--- src/rtl/mem_arbiter_pkg.sv ---
// mem_arbiter_pkg
// Shared definitions for the instruction/data cache memory arbiter:
// FSM state encoding, owner identifiers and default widths.
package mem_arbiter_pkg;

    localparam int DEF_ADDR_W = 32;
    localparam int DEF_LINE_W = 256;

    typedef enum logic [1:0] {
        ARB_IDLE = 2'd0,
        ARB_BUSY = 2'd1,
        ARB_RESP = 2'd2
    } arb_state_t;

    localparam logic OWNER_IC = 1'b0;
    localparam logic OWNER_DC = 1'b1;

endpackage

--- src/rtl/mem_arbiter_pick.sv ---
// mem_arbiter_pick
// Combinational winner select between the icache and dcache requests.
// Build option: MEM_ARBITER_RR_EN selects round-robin tie breaking using
// the pointer input; without it the dcache wins every tie and there is no
// pointer input at all.
// Ports:
//   ptr_i          preferred side on a tie (round-robin build only)
//   ic_enable_i    icache request
//   dc_enable_i    dcache request
//   grant_valid_o  at least one request present
//   grant_dc_o     winner is the dcache (meaningful with grant_valid_o)
module mem_arbiter_pick
    import mem_arbiter_pkg::*;
(
`ifdef MEM_ARBITER_RR_EN
    input  logic ptr_i,
`endif
    input  logic ic_enable_i,
    input  logic dc_enable_i,
    output logic grant_valid_o,
    output logic grant_dc_o
);

    always_comb begin
        grant_valid_o = ic_enable_i | dc_enable_i;
`ifdef MEM_ARBITER_RR_EN
        // A lone requester wins; on a tie the pointer's side wins.
        grant_dc_o = dc_enable_i & (~ic_enable_i | (ptr_i == OWNER_DC));
`else
        // Fixed priority: any dcache request beats the icache.
        grant_dc_o = dc_enable_i;
`endif
    end

endmodule

--- src/rtl/mem_arbiter.sv ---
// mem_arbiter
// Shares one line-wide memory port between the icache and dcache. The
// winning request is latched in IDLE, driven to memory while BUSY, and a
// one-cycle acknowledge (with held read data) is returned to the winner in
// RESP. Build option MEM_ARBITER_RR_EN enables round-robin tie breaking;
// the default build gives the dcache fixed priority.
// Ports:
//   clk_i, rst_i                 clock (rising edge), async active-low reset
//   ic_/dc_enable_i              level request, held until ack
//   ic_/dc_write_i               request is a line write
//   ic_/dc_addr_i, ic_/dc_data_i request address / write line
//   ic_/dc_data_o                last read line, held
//   ic_/dc_ack_o                 one-cycle completion pulse to the owner
//   mem_enable_o .. mem_data_o   memory request, driven from the latches
//   mem_data_i, mem_ack_i        memory read line and completion
module mem_arbiter
    import mem_arbiter_pkg::*;
#(
    parameter int ADDR_W = DEF_ADDR_W,
    parameter int LINE_W = DEF_LINE_W
) (
    input  logic              clk_i,
    input  logic              rst_i,
    input  logic              ic_enable_i,
    input  logic              ic_write_i,
    input  logic [ADDR_W-1:0] ic_addr_i,
    input  logic [LINE_W-1:0] ic_data_i,
    output logic [LINE_W-1:0] ic_data_o,
    output logic              ic_ack_o,
    input  logic              dc_enable_i,
    input  logic              dc_write_i,
    input  logic [ADDR_W-1:0] dc_addr_i,
    input  logic [LINE_W-1:0] dc_data_i,
    output logic [LINE_W-1:0] dc_data_o,
    output logic              dc_ack_o,
    output logic              mem_enable_o,
    output logic              mem_write_o,
    output logic [ADDR_W-1:0] mem_addr_o,
    output logic [LINE_W-1:0] mem_data_o,
    input  logic [LINE_W-1:0] mem_data_i,
    input  logic              mem_ack_i
);

    arb_state_t        state, state_nxt;
    logic              owner;
    logic              req_write;
    logic [ADDR_W-1:0] req_addr;
    logic [LINE_W-1:0] req_data;
    logic [LINE_W-1:0] ic_rdata;
    logic [LINE_W-1:0] dc_rdata;
    logic              grant_valid;
    logic              grant_dc;
    logic              grant;
    logic              mem_done;

    assign grant    = (state == ARB_IDLE) && grant_valid;
    assign mem_done = (state == ARB_BUSY) && mem_ack_i;

`ifdef MEM_ARBITER_RR_EN
    logic ptr;

    // Hand the next tie to whoever did not just get served.
    always_ff @(posedge clk_i or negedge rst_i) begin
        if (!rst_i) begin
            ptr <= OWNER_IC;
        end else if (mem_done) begin
            ptr <= ~owner;
        end
    end
`endif

    mem_arbiter_pick u_pick (
`ifdef MEM_ARBITER_RR_EN
        .ptr_i         (ptr),
`endif
        .ic_enable_i   (ic_enable_i),
        .dc_enable_i   (dc_enable_i),
        .grant_valid_o (grant_valid),
        .grant_dc_o    (grant_dc)
    );

    // FSM state register
    always_ff @(posedge clk_i or negedge rst_i) begin
        if (!rst_i) begin
            state <= ARB_IDLE;
        end else begin
            state <= state_nxt;
        end
    end

    // FSM next state
    always_comb begin
        state_nxt = state;
        case (state)
            ARB_IDLE: if (grant_valid) state_nxt = ARB_BUSY;
            ARB_BUSY: if (mem_ack_i)   state_nxt = ARB_RESP;
            ARB_RESP: state_nxt = ARB_IDLE;
            default:  state_nxt = ARB_IDLE;
        endcase
    end

    // FSM outputs: request only while BUSY, ack only to the owner in RESP
    always_comb begin
        mem_enable_o = (state == ARB_BUSY);
        ic_ack_o     = (state == ARB_RESP) && (owner == OWNER_IC);
        dc_ack_o     = (state == ARB_RESP) && (owner == OWNER_DC);
    end

    // Request latches: requester inputs are only looked at on the grant edge
    always_ff @(posedge clk_i or negedge rst_i) begin
        if (!rst_i) begin
            owner     <= OWNER_IC;
            req_write <= 1'b0;
            req_addr  <= '0;
            req_data  <= '0;
        end else if (grant) begin
            owner     <= grant_dc ? OWNER_DC : OWNER_IC;
            req_write <= grant_dc ? dc_write_i : ic_write_i;
            req_addr  <= grant_dc ? dc_addr_i  : ic_addr_i;
            req_data  <= grant_dc ? dc_data_i  : ic_data_i;
        end
    end

    // Read registers: only the owner's line is updated, and only on reads
    always_ff @(posedge clk_i or negedge rst_i) begin
        if (!rst_i) begin
            ic_rdata <= '0;
            dc_rdata <= '0;
        end else if (mem_done && !req_write) begin
            if (owner == OWNER_DC) begin
                dc_rdata <= mem_data_i;
            end else begin
                ic_rdata <= mem_data_i;
            end
        end
    end

    assign mem_write_o = req_write;
    assign mem_addr_o  = req_addr;
    assign mem_data_o  = req_data;
    assign ic_data_o   = ic_rdata;
    assign dc_data_o   = dc_rdata;

endmodule

--- config.mk ---
export PLATFORM = sky130hd
export DESIGN_NAME = mem_arbiter
export DESIGN_NICKNAME = d
export VERILOG_FILES = /design/src/rtl/mem_arbiter_pkg.sv /design/src/rtl/mem_arbiter_pick.sv /design/src/rtl/mem_arbiter.sv
export SDC_FILE = /design/constraint.sdc
export NUM_CORES = 1
export LEC_CHECK = 0
export BUFFER_PORTS_ARGS = -buffer_cell sky130_fd_sc_hd__buf_2
export CORE_AREA = 2 2 648 650
export DETAILED_ROUTE_END_ITERATION = 7
export DIE_AREA = 0 0 650 652
export GPL_ROUTABILITY_DRIVEN = 0
export PLACE_DENSITY = 0.3
export SLEW_MARGIN = 25
export SYNTH_ARGS = -nofsm -noshare
export SYNTH_HDL_FRONTEND = slang
export SYNTH_SLANG_ARGS = --single-unit
--- constraint.sdc ---
create_clock -name clk_i -period 4.7 [get_ports clk_i]
set_clock_uncertainty 0.1 [all_clocks]
set_input_delay 0.47 -clock clk_i [delete_from_list [all_inputs] [get_ports clk_i]]
set_output_delay 0.47 -clock clk_i [all_outputs]
set_load 0.01 [all_outputs]
==> results.json <==
{
  "status": "finished clean",
  "layout_setup_ws_ns": 1.89,
  "place_ws_ns": 1.70,
  "maxSlewHeadroom": 0.393,
  "dieArea_um2": 424000,
  "wl_um": 249000,
  "yosys.area.top_type_share": 0.606,
  "clkPwrFrac": 0.231,
  "ys_async_sr_fraction": 1.00,
  "grt_busiest_layer": "met2",
  "synth_top_cell_by_area": "dfrtp_1",
  "rsz0062_at_grt": "false",
  "stdcell_area_um2": 60000,
  "post_cts_resized": 0,
  "synth_ff_type": "dfrtp_1",
  "cts_sinks": 804,
  "cts_max_level": 3,
  "drv_cap": 0,
  "vdd_drop_max_v": 0.000290,
  "globalRoute.totalOverflow": 0,
  "grt_pass1_wl_um": 321000,
  "p_sw_mw": 14.8,
  "cp-end-kind": "primary output",
  "slew_violations": 0,
  "nFillCells": 46900,
  "setup_viol": 0,
  "path_class": "reg -> out",
  "dp_hpwl_um": 214000,
  "grt_max_degree": 97,
  "rows": 237,
  "hold_viol_final": 0,
  "required_ns": 4.13,
  "yosysMostFrequentCell": "mux2_2",
  "antenna_violating_nets_post_route": 0,
  "firstDrtPassIters": 5,
  "synth_area_per_cell_um2": 16.4,
  "swShare": 0.398,
  "met2_usage": 0.194,
  "start_util": 0.0798,
  "grt_use_met3": 0.0453,
  "synth_nets": 2865,
  "dieWidth_um": 650,
  "drt_iter0_drc": 1151,
  "nNetsFinal": 5355,
  "synth.area.top_cells": "dfrtp_1, mux2_2, buf_2",
  "start_kind": "flip-flop",
  "ys_top_cells_by_count": "mux2_2, dfrtp_1, buf_2, buf_6, buf_1",
  "combPwrFrac": 0.431,
  "ff_latch_area_um2": 20100,
  "cts-root-buf": "clkbuf_16",
  "cts_tree": "yes",
  "power_leakage_nw": 26.1,
  "tightest_slew_ns": 0.911,
  "min_path_type": "in -> reg",
  "synth_edf_count": 0,
  "multi_input_area_um2": 12400,
  "dpl-instance-area_um2": 48400,
  "fmax_mhz": 356,
  "p_per_area_nw_per_um2": 618,
  "arrival_ns": 2.24,
  "antenna_found_initial": 130,
  "grt_use_met1": 0.132,
  "cts_made_buffers": 112,
  "final_util": 0.144,
  "io_pins": 1643,
  "yosysSeqAreaShare": 0.606,
  "hold_ws_ns": 0.0614,
  "fin_crit_sh": 0.598,
  "yosysUniqueCellTypes": 16,
  "cts_buffer_depth": 4,
  "internal_power_mw": 22.3,
  "io_buffer_count": 1642,
  "design.core.area_um2": 416000,
  "synth_seq_cells": 804,
  "layout-drive-gt1-share": 0.646,
  "cp_max_fo": 5,
  "vias_per_cell": 2.83,
  "syn2layout_area_growth_pct": 80.6,
  "clk_latency_ns": 0.82,
  "track_usage": 0.113,
  "path_clk_slew_ns": 0.05,
  "avgRoutedWirePerCell_um": 24.6,
  "vias": 28600,
  "p_seq_frac": 0.339,
  "syn_inst": 2026,
  "period_minus_slack_ns": 2.81,
  "first_global_vias": 31200,
  "drc": 0,
  "tns_ns": 0,
  "die_h_um": 652,
  "ys_warn_count": 0,
  "syn-cell-area_um2": 33200
}
logic make-up (layout without fill, tap and decap cells):
| kind of cell | after synthesis | count (layout) | synth area share |
|---|---|---|---|
| flops | 804 | 804 | 0.606 |
| mux | 1091 | 1091 | 0.370 |
| buf+inv | 121 | 2691 | 0.0217 |
| compound gates | 3 | 3 | 0.000528 |
| simple gates | 7 | 7 | 0.00166 |
| other cells | 0 | 28 | 0 |
state kept, by name, indices dropped and copies added (netlist names):
register and flops:
dc_data_o 256, ic_data_o 256, mem_addr_o 32, mem_data_o 256
mem_write_o 1, owner 1, state 2
timing repair:
action | 4_1_cts | 5_1_grt
hold buffers | 784 | 2
endpoints found under the hold margin | 831 | 12
buffers inserted | 0 | 0
worst max-delay path, stage by stage, from the launching register on:
cell     delay [ns]
dfrtp_1        0.44
nor3b_1        0.59
buf_2          0.38
placed cells by master (no fill, tap or decap), drive strengths merged:
cell	n
mux2	1091
clkbuf	166
dfrtp	804
o21a	1
clkinv	17
nor3b	2
inv	3
diode	28
clkinvlp	4
nor2	1
buf	1710
nand2b	1
bufinv	5
and3b	2
dlygate4sd3	786
o21ai	2
nand3b	1
stage by stage:
stage | instances | total power, mW
2_1_floorplan | 2026 | 18.7
3_3_place_gp | 9112 | 28.5
3_5_place_dp | 9112 | 28.6
4_1_cts | 10100 | 38.2
5_1_grt | 10100 | 39.2
6_report | 10100 | 37.1
power groups by stage:
stage,sequential (mW),combinational [mW],clock (mW)
final,12.6,16.0,8.55
after global placement,12.6,15.9,0
after global routing,13.0,17.0,9.20
after detailed placement,12.7,16.0,0
after floorplan,13.9,4.88,0
after CTS,12.6,16.7,8.94
area by class of cell:
cell class / instances / share of cell area
flip-flops and latches: 804 / 0.336
repair buffers: 2496 / 0.282
multi-input cells: 1101 / 0.206
well taps: 5497 / 0.115
clock buffers: 166 / 0.0543
clock inverters: 28 / 0.00593
diodes: 28 / 0.00117
inverters: 1 / 0.0000626
layer usage:
| layer | up-vias | share of wire |
|---|---|---|
| li1 | 12300 | - |
| met1 | 14700 | 0.39 |
| met2 | 1292 | 0.48 |
| met3 | 277 | 0.097 |
| met4 | 44 | 0.027 |
| met5 | - | 0.0011 |
path summary, 6_finish.rpt:
| kind | to | slack, ns | depth (start not counted) | startpoint |
|---|---|---|---|---|
| min reg2reg | dc_data_o[17] | 0.40 | 1 | dc_data_o[17] |
| max | ic_ack_o | 1.89 | 2 | owner |
| max reg2reg | ic_data_o[125] | 2.04 | 4 | state[1] |
| min in group asynchronous | dc_data_o[120] | 0.47 | 3 | rst_i |
| max in group asynchronous | dc_data_o[217] | 2.61 | 4 | rst_i |
| min | mem_addr_o[25] | 0.06 | 3 | ic_addr_i[25] |
(Power assumes the default switching activity.)
